### config.mk
export PLATFORM = sky130hd
export DESIGN_NAME = bram_param_loader
export DESIGN_NICKNAME = d
export VERILOG_FILES = /design/src/rtl/bram_param_loader.sv
export SDC_FILE = /design/constraint.sdc
export NUM_CORES = 1
export LEC_CHECK = 0
export ABC_AREA = 1
export CAP_MARGIN = 20
export CORE_MARGIN = 3
export CORE_UTILIZATION = 53
export DETAILED_ROUTE_END_ITERATION = 7
export PLACE_DENSITY = 0.87
export REMOVE_ABC_BUFFERS = 1
export SLEW_MARGIN = 30
export SYNTH_ARGS = -nofsm -noshare
export SYNTH_HDL_FRONTEND = slang
export SYNTH_SLANG_ARGS = --single-unit
### constraint.sdc
create_clock -name clk -period 6.2 [get_ports clk]
set_input_delay 1.24 -clock clk [delete_from_list [all_inputs] [get_ports clk]]
set_output_delay 1.24 -clock clk [all_outputs]
set_load 0.01 [all_outputs]
### src/rtl/bram_param_loader.sv
// bram_param_loader: reads COUNT consecutive BRAM words starting at BASE_ADDR and
// unpacks them, zero- or sign-extended to OUT_W bits, into a flat parameter vector.
module bram_param_loader #(
  parameter int W          = 8,
  parameter int COUNT      = 8,
  parameter int OUT_W      = 8,
  parameter int SIGN_EXT   = 0,
  parameter int BASE_ADDR  = 147536,
  parameter int ADDR_WIDTH = 18,
  parameter int RD_LATENCY = 2
) (
  input  logic                   clk,
  input  logic                   rst,
  input  logic                   start,
  output logic                   busy,
  output logic                   done,
  output logic                   bram_en,
  output logic                   bram_ren,
  output logic [ADDR_WIDTH-1:0]  bram_addr,
  input  logic [W-1:0]           bram_dout,
  output logic [COUNT*OUT_W-1:0] data_out
);

  localparam int CNT_MAX = (COUNT > RD_LATENCY) ? COUNT : RD_LATENCY;
  localparam int CNT_W   = $clog2(CNT_MAX + 1);
  localparam int PTR_W   = $clog2(COUNT + 1);

  typedef enum logic [1:0] {IDLE, ISSUE, DRAIN, DONE} state_e;

  state_e                state_q, state_d;
  logic [CNT_W-1:0]      cnt_q, cnt_d;
  logic [ADDR_WIDTH-1:0] addr_q, addr_d;
  logic [PTR_W-1:0]      wr_ptr_q, wr_ptr_d;
  logic [RD_LATENCY-1:0] vld_q, vld_d;
  logic [OUT_W-1:0]      slot_q [COUNT];
  logic [OUT_W-1:0]      ext_word;
  logic                  wr_en;

  // The oldest valid bit marks the cycle in which bram_dout carries a requested word.
  assign wr_en     = vld_q[RD_LATENCY-1];
  assign bram_addr = addr_q;
  assign ext_word  = (SIGN_EXT != 0) ? OUT_W'($signed(bram_dout)) : OUT_W'(bram_dout);

  // NOTE: every signal driven here gets a default first, so no path can infer a latch.
  always_comb begin
    state_d  = state_q;
    cnt_d    = cnt_q;
    addr_d   = addr_q;
    wr_ptr_d = wr_ptr_q;
    vld_d    = RD_LATENCY'({vld_q, state_q == ISSUE});
    busy     = 1'b0;
    done     = 1'b0;
    bram_en  = 1'b0;
    bram_ren = 1'b0;
    if (wr_en) wr_ptr_d = wr_ptr_q + PTR_W'(1);
    case (state_q)
      IDLE, DONE: begin
        done = (state_q == DONE);
        if (start) begin
          state_d  = ISSUE;
          cnt_d    = '0;
          addr_d   = ADDR_WIDTH'(BASE_ADDR);
          wr_ptr_d = '0;
        end
      end
      ISSUE: begin
        busy     = 1'b1;
        bram_en  = 1'b1;
        bram_ren = 1'b1;
        addr_d   = addr_q + ADDR_WIDTH'(1);
        cnt_d    = cnt_q + CNT_W'(1);
        if (cnt_q == CNT_W'(COUNT - 1)) begin
          state_d = DRAIN;
          cnt_d   = '0;
        end
      end
      DRAIN: begin
        busy    = 1'b1;
        bram_en = 1'b1;
        cnt_d   = cnt_q + CNT_W'(1);
        if (cnt_q == CNT_W'(RD_LATENCY - 1)) begin
          state_d = DONE;
          cnt_d   = '0;
        end
      end
      default: state_d = IDLE;
    endcase
  end

  // NOTE: state registers use non-blocking assignments so every flop samples pre-edge values.
  always_ff @(posedge clk or posedge rst) begin
    if (rst) begin
      state_q  <= IDLE;
      cnt_q    <= '0;
      addr_q   <= ADDR_WIDTH'(BASE_ADDR);
      wr_ptr_q <= '0;
      vld_q    <= '0;
    end else begin
      state_q  <= state_d;
      cnt_q    <= cnt_d;
      addr_q   <= addr_d;
      wr_ptr_q <= wr_ptr_d;
      vld_q    <= vld_d;
    end
  end

  // NOTE: the slot array is flops, not RAM, and must read zero during reset, so it is reset.
  always_ff @(posedge clk or posedge rst) begin
    if (rst) begin
      for (int i = 0; i < COUNT; i++) slot_q[i] <= '0;
    end else if (wr_en) begin
      for (int i = 0; i < COUNT; i++)
        if (wr_ptr_q == PTR_W'(i)) slot_q[i] <= ext_word;
    end
  end

  for (genvar i = 0; i < COUNT; i++) begin : g_pack
    assign data_out[i*OUT_W +: OUT_W] = slot_q[i];
  end

endmodule

==> results.sh, run 1 <==
export IMPL_io_pins=97
export IMPL_post_cts_setup_buffer_count=0
export IMPL_drc_errors=0
export IMPL_grt_pass1_vias=3384
export IMPL_start_util_pct=55.0
export IMPL_worst_setup_path_start_kind="register"
export IMPL_timing_worst_setup_path_type="register to output pin"
export IMPL_antenna_cells=0
export IMPL_period_minus_slack_ps=3220
export IMPL_cts_root_buf="clkbuf_8"
export IMPL_finalCritPeriodShare_pct=52.0
export IMPL_syn_area_mm2=0.00401
export IMPL_cp_arrival_ps=1980
export IMPL_fillCellCount=560
export IMPL_cts_buffers=9
export IMPL_dpl_cell_count=627
export IMPL_cts_buffer_depth=2
export IMPL_ys_warn_count=0
export IMPL_grt_util_all_layers_pct=23.4
export IMPL_clkTransAtPathRegs_ps=90
export IMPL_rows=31
export IMPL_synth_cells=442
export IMPL_cp_max_fo=9
export IMPL_avgSynthCellArea_um2=9.07
export IMPL_worst_pin_slew_ps=817
export IMPL_cts_resized_gates=0
export IMPL_relSlewSlack_pct=45.6
export IMPL_drv_slew=0
export IMPL_fin_cells=643
export IMPL_synth_distinct_cells=27
export IMPL_ys_seq_elements=94
export IMPL_grt_setup_unrepaired="false"
export IMPL_hold_viol_final=0
export IMPL_via_count=3409
export IMPL_setup_viol=0
export IMPL_die_h_um=93.0
export IMPL_post_dp_hpwl_um=6810
export IMPL_die_w_um=93.0
export IMPL_clock_fmax_mhz=310
export IMPL_antenna_found_initial=0
export IMPL_drive_gt1_share_pct=6.43
export IMPL_worst_hold_slack_ps=359
export IMPL_critPathRequiredTime_ps=4960
export IMPL_power_mw=2.44
export IMPL_endpoint_kind="output pin"
export IMPL_htree_levels=3
export IMPL_peakVddDrop_mv=0.377
export IMPL_die_area_mm2=0.00864
export IMPL_clock_sinks=94
export IMPL_vias_per_cell=5.30
export IMPL_placed_area_mm2=0.00505
export IMPL_io_buffers=96
export IMPL_clkLatencyLatePin_ps=350
export IMPL_grt_pass1_wl_um=16100
export IMPL_ctsHoldBuffers=0
export IMPL_grt_max_degree=95
export IMPL_maxCapViolCount=0
export IMPL_drt_iter0_markers=160
export IMPL_timing_setup_tns_ps=0
export IMPL_drtPass1Iterations=4
export IMPL_core_area_mm2=0.00729
export IMPL_place_ws_ps=3350
export IMPL_gp_congestion=0.788
export IMPL_area_delta_synth_final_pct=31.7
export IMPL_cts_tree="done"
export IMPL_hp_class="register to register"
export IMPL_p_leak_nw=2.47
export IMPL_ant_nets=0
export IMPL_final_util_pct=72.4
export IMPL_setup_ws_ps=2980
export IMPL_fin_worst_skew_ps=13.7
export IMPL_layout_nets=561
export IMPL_design_area_mm2=0.00528
export IMPL_wire_per_inst_um=14.8
export IMPL_p_per_area_mw_per_mm2=463
export IMPL_overflow=0
export IMPL_status="finished clean"
export IMPL_drt_total_wl_um=9520
export IMPL_yosysSeqAreaShare_pct=58.8
## worst max-delay path, cell delays in order (launching register included)
cell and delay [ps]:
dfrtp_1 420, inv_1 60, ha_1 440, inv_1 160, clkdlybuf4s50_1 550
## layout by cell type (no fill, tap or decap), drive strengths merged, types with 3 or more instances in the layout
| cell | synthesis | layout |
|---|---|---|
| o22ai | 3 | 3 |
| clkdlybuf4s50 | 0 | 96 |
| dfrtp | 90 | 90 |
| nor3 | 4 | 4 |
| a21oi | 11 | 11 |
| nand4 | 5 | 5 |
| nor2 | 35 | 35 |
| o21ai | 80 | 80 |
| inv | 42 | 44 |
| clkbuf | 3 | 9 |
| dfstp | 4 | 4 |
| nand2 | 125 | 125 |
| ha | 11 | 11 |
| nand3 | 13 | 13 |
## per-layer routing
layer / global-route usage, % / share of wire [%] / wire length [um]
met2: 39.2 / 50 / 4730
met4: 6.84 / 1.3 / 128
met1: 30.9 / 44 / 4170
met3: 4.71 / 5.1 / 490
met5: 0 / 0 / 0
## power by group
part | total (mW) | leakage (nW) | internal, mW | switching, mW
clock | 0.454 | 0.108 | 0.233 | 0.221
sequential | 0.979 | 1.09 | 0.829 | 0.151
combinational | 1.01 | 1.28 | 0.499 | 0.509
total | 2.44 | 2.47 | 1.56 | 0.881
## layout make-up
class                      instances  area (um^2)  share of cell area, %
multi-input combinational        295         1440                   27.2
timing repair buffer              97          972                   18.4
inverter                          42          159                   3.01
tap                               99          124                   2.35
clock buffer                       9          124                   2.35
clock inverter                     7          104                   1.97
sequential                        94         2360                   44.7
## path summary, 6_finish.rpt
kind / startpoint / to / slack, ps / depth (start not counted)
min reg2reg: vld_q[0] / vld_q[1] / 360 / 0
min in group asynchronous: rst / data_out[25] / 1410 / 3
min: vld_q[0] / vld_q[1] / 360 / 0
max reg2reg: state_q[0] / bram_addr[7] / 4260 / 7
max in group asynchronous: rst / data_out[13] / 4220 / 3
max: state_q[0] / bram_en / 2980 / 4
## kinds of logic after synthesis
logic type | after synthesis | synth area share, %
xor gates and xnor gates | 2 | 0.437
DFF | 94 | 58.8
and+or+nand+nor | 186 | 19.2
adders and majority gates | 11 | 3.43
buffers and inverters | 53 | 5.34
AOI/OAI and AO/OA | 96 | 12.8
## registers in the layout, indices dropped and copies added (netlist names)
name	count
bram_addr	18
data_out	64
state_q	2
cnt_q	4
vld_q	2
wr_ptr_q	4
## cells in the mapped netlist
cell type | number | area share, %
nand2_1 | 121 | 11
dfrtp_1 | 90 | 56
o21ai_0 | 74 | 9.2
inv_1 | 39 | 3.7
nor2_1 | 34 | 3.2
nand3_1 | 12 | 1.5
a21oi_1 | 11 | 1.4
ha_1 | 11 | 3.4
buf_2 | 6 | 0.75
nand4_1 | 5 | 0.78
dfstp_2 | 4 | 2.6
nand2_2 | 4 | 0.62
nor3_1 | 4 | 0.50
clkbuf_1 | 3 | 0.28
inv_2 | 3 | 0.28
o21ai_1 | 3 | 0.37
o22ai_1 | 3 | 0.47
buf_4 | 2 | 0.37
nand3b_1 | 2 | 0.37
nor3b_1 | 2 | 0.37
o21ai_2 | 2 | 0.44
xor2_1 | 2 | 0.44
a21boi_0 | 1 | 0.19
nand3_2 | 1 | 0.25
nor2_4 | 1 | 0.28
o21ai_4 | 1 | 0.41
o21bai_2 | 1 | 0.28
Note: power is estimated with default switching activity, not from simulation.
==> run 2, diff against run 1 <==
--- a/config.mk
+++ b/config.mk
@@ -8,9 +8,9 @@
 export ABC_AREA = 1
 export CAP_MARGIN = 20
 export CORE_MARGIN = 3
-export CORE_UTILIZATION = 53
+export CORE_UTILIZATION = 45
 export DETAILED_ROUTE_END_ITERATION = 7
-export PLACE_DENSITY = 0.87
+export PLACE_DENSITY = 0.79
 export REMOVE_ABC_BUFFERS = 1
 export SLEW_MARGIN = 30
 export SYNTH_ARGS = -nofsm -noshare
==> constraint.sdc (replaced) <==
create_clock -name clk -period 2.8 [get_ports clk]
set_input_delay 0.56 -clock clk [delete_from_list [all_inputs] [get_ports clk]]
set_output_delay 0.56 -clock clk [all_outputs]
set_load 0.01 [all_outputs]
==> run 2 against run 1 <==
Core utilization fell by 9.5 points. Largest power group unchanged. Routed wire length fell by 0.69%. Global-route usage fell by 3.5 points. Non-clock buffer count rose by 2. Die area rose by 17%. Largest cell class unchanged. Sequential power rose by 120%. Via count fell by 0.79%. Register-to-register slack got worse by 3400 ps. Sequential share of layout area fell by 0.17 points. Clock power rose by 120%. First-iteration DRC count fell by 10%. Worst setup slack got worse by 2700 ps.
==> results.sh, run 2 (synthesis gave the netlist of run 1 again) <==
export IMPL_ctsHoldBuffers=0
export IMPL_cts_tree="done"
export IMPL_post_dp_hpwl_um=6830
export IMPL_grtUsageMet3_pct=4.38
export IMPL_fin_worst_skew_ps=15.4
export IMPL_drtPass1Iterations=4
export IMPL_worst_hold_slack_ps=356
export IMPL_grt_busiest_layer="met2"
export IMPL_core_area_mm2=0.00842
export IMPL_final_common_cell="nand2_1"
export IMPL_fillCellCount=730
export IMPL_die_w_um=100
export IMPL_grt_util_all_layers_pct=19.9
export IMPL_drt_iter0_markers=144
export IMPL_htree_levels=3
export IMPL_cts_root_buf="clkbuf_8"
export IMPL_clock_fmax_mhz=391
export IMPL_period_minus_slack_ps=2560
export IMPL_grt_setup_unrepaired="false"
export IMPL_cp_max_fo=9
export IMPL_seqCellArea_mm2=0.00236
export IMPL_drt_total_wl_um=9450
export IMPL_post_cts_setup_buffer_count=0
export IMPL_via_count=3382
export IMPL_drv_slew=0
export IMPL_worst_pin_slew_ps=713
export IMPL_area_delta_synth_final_pct=32.2
export IMPL_cts_buffers=9
export IMPL_critPathMaxStageDelay_ps=550
export IMPL_grt_pass1_wl_um=16000
export IMPL_drc_errors=0
export IMPL_vias_per_cell=5.20
export IMPL_power_mw=5.36
export IMPL_placed_area_mm2=0.00508
export IMPL_drive_gt1_share_pct=6.61
export IMPL_grt_pass1_vias=3319
export IMPL_design_area_mm2=0.00530
export IMPL_gp_congestion=0.766
export IMPL_p_leak_nw=2.48
export IMPL_io_buffers=96
export IMPL_grt_max_degree=42
export IMPL_p_per_area_mw_per_mm2=1010
export IMPL_clkTransAtPathRegs_ps=90
export IMPL_clkLatencyLatePin_ps=360
export IMPL_critPathRequiredTime_ps=2240
export IMPL_die_h_um=100
export IMPL_peakVddDrop_mv=0.610
export IMPL_endpoint_kind="output pin"
export IMPL_relSlewSlack_pct=52.4
export IMPL_ant_nets=0
export IMPL_cp_arrival_ps=2000
export IMPL_crit_slowest_cell="clkdlybuf4s50_1"
export IMPL_status="finished clean"
export IMPL_crit_chain="inv_1, ha_1, inv_1, clkdlybuf4s50_1"
export IMPL_layout_common_cells="121 x nand2_1, 96 x clkdlybuf4s50_1, 90 x dfrtp_1, 74 x o21ai_0, 38 x inv_1"
export IMPL_finalCritPeriodShare_pct=91.4
export IMPL_clock_sinks=94
export IMPL_overflow=0
export IMPL_hp_class="register to register"
export IMPL_timing_worst_setup_path_type="register to output pin"
export IMPL_antenna_found_initial=0
export IMPL_rows=33
export IMPL_antenna_cells=0
export IMPL_met2_usage_pct=32.4
export IMPL_maxCapViolCount=0
export IMPL_cts_resized_gates=0
export IMPL_multi_input_area_mm2=0.00144
export IMPL_wire_per_inst_um=14.5
export IMPL_setup_viol=0
export IMPL_hold_viol_final=0
export IMPL_worst_path_most_repeated_cell="inv_1"
export IMPL_grt_util_met1_pct=26.9
export IMPL_io_pins=97
export IMPL_largest_reg_flops=64
export IMPL_worst_setup_path_start_kind="register"
export IMPL_die_area_mm2=0.0101
export IMPL_cts_buffer_depth=2
export IMPL_layout_nets=563
export IMPL_start_util_pct=47.6
[run 2: cell types whose count changed in the layout (fill, tap and decap cells not counted), sizes merged]
cell / delta
buf: +2
inv: -1
[run 2: critical path, delay by kind of cell, from the launching register on]
family / cells / cell delay [ps]
adders and majority gates: 1 / 450
buffers and inverters: 3 / 770
DFF: 1 / 420
[run 2: layout make-up]
| type | count | share of cell area [%] |
|---|---|---|
| sequential | 94 | 44.5 |
| multi-input combinational | 295 | 27.1 |
| timing repair buffer | 99 | 18.8 |
| inverter | 42 | 3.00 |
| tap | 105 | 2.48 |
| clock buffer | 9 | 2.34 |
| clock inverter | 6 | 1.75 |
[run 2: per-layer routing]
metal	routed length (um)	vias up
met5	0	-
li1	-	1627
met2	4420	137
met4	101	0
met3	798	11
met1	4140	1607
[run 2: final timing paths]
path                            slack, ps  cells past startpoint            to  startpoint
worst max-delay path                  240                      4       bram_en  state_q[0]
min in group asynchronous             600                      2  data_out[30]         rst
worst min register to register        360                      0      vld_q[1]    vld_q[0]
worst max register to register        850                      7  bram_addr[5]  state_q[0]
worst min-delay path                  360                      0      vld_q[1]    vld_q[0]
max in group asynchronous            1480                      3  data_out[54]         rst
[run 2: per-stage QoR]
step	utilization [%]	TNS, ps	cells	setup WS (ps)
after floorplan	-	-18180	431	-202
after CTS	62.9	0	650	225
after global routing	62.9	0	650	119
after detailed placement	60.3	0	635	626
after global placement	60.3	0	635	667
final	62.9	0	650	241
[run 2: power by group]
part	switching, mW	total, mW	internal (mW)
Combinational	1.10	2.21	1.11
Sequential	0.321	2.16	1.83
Clock	0.486	0.991	0.504
==> run 3, diff against run 2 <==
--- a/config.mk
+++ b/config.mk
@@ -12,7 +12,7 @@
 export DETAILED_ROUTE_END_ITERATION = 7
 export PLACE_DENSITY = 0.79
 export REMOVE_ABC_BUFFERS = 1
-export SLEW_MARGIN = 30
+export SLEW_MARGIN = 10
 export SYNTH_ARGS = -nofsm -noshare
 export SYNTH_HDL_FRONTEND = slang
 export SYNTH_SLANG_ARGS = --single-unit
==> results of run 3 <==
Final layout, timing and power as in run 2 (identical DEF).
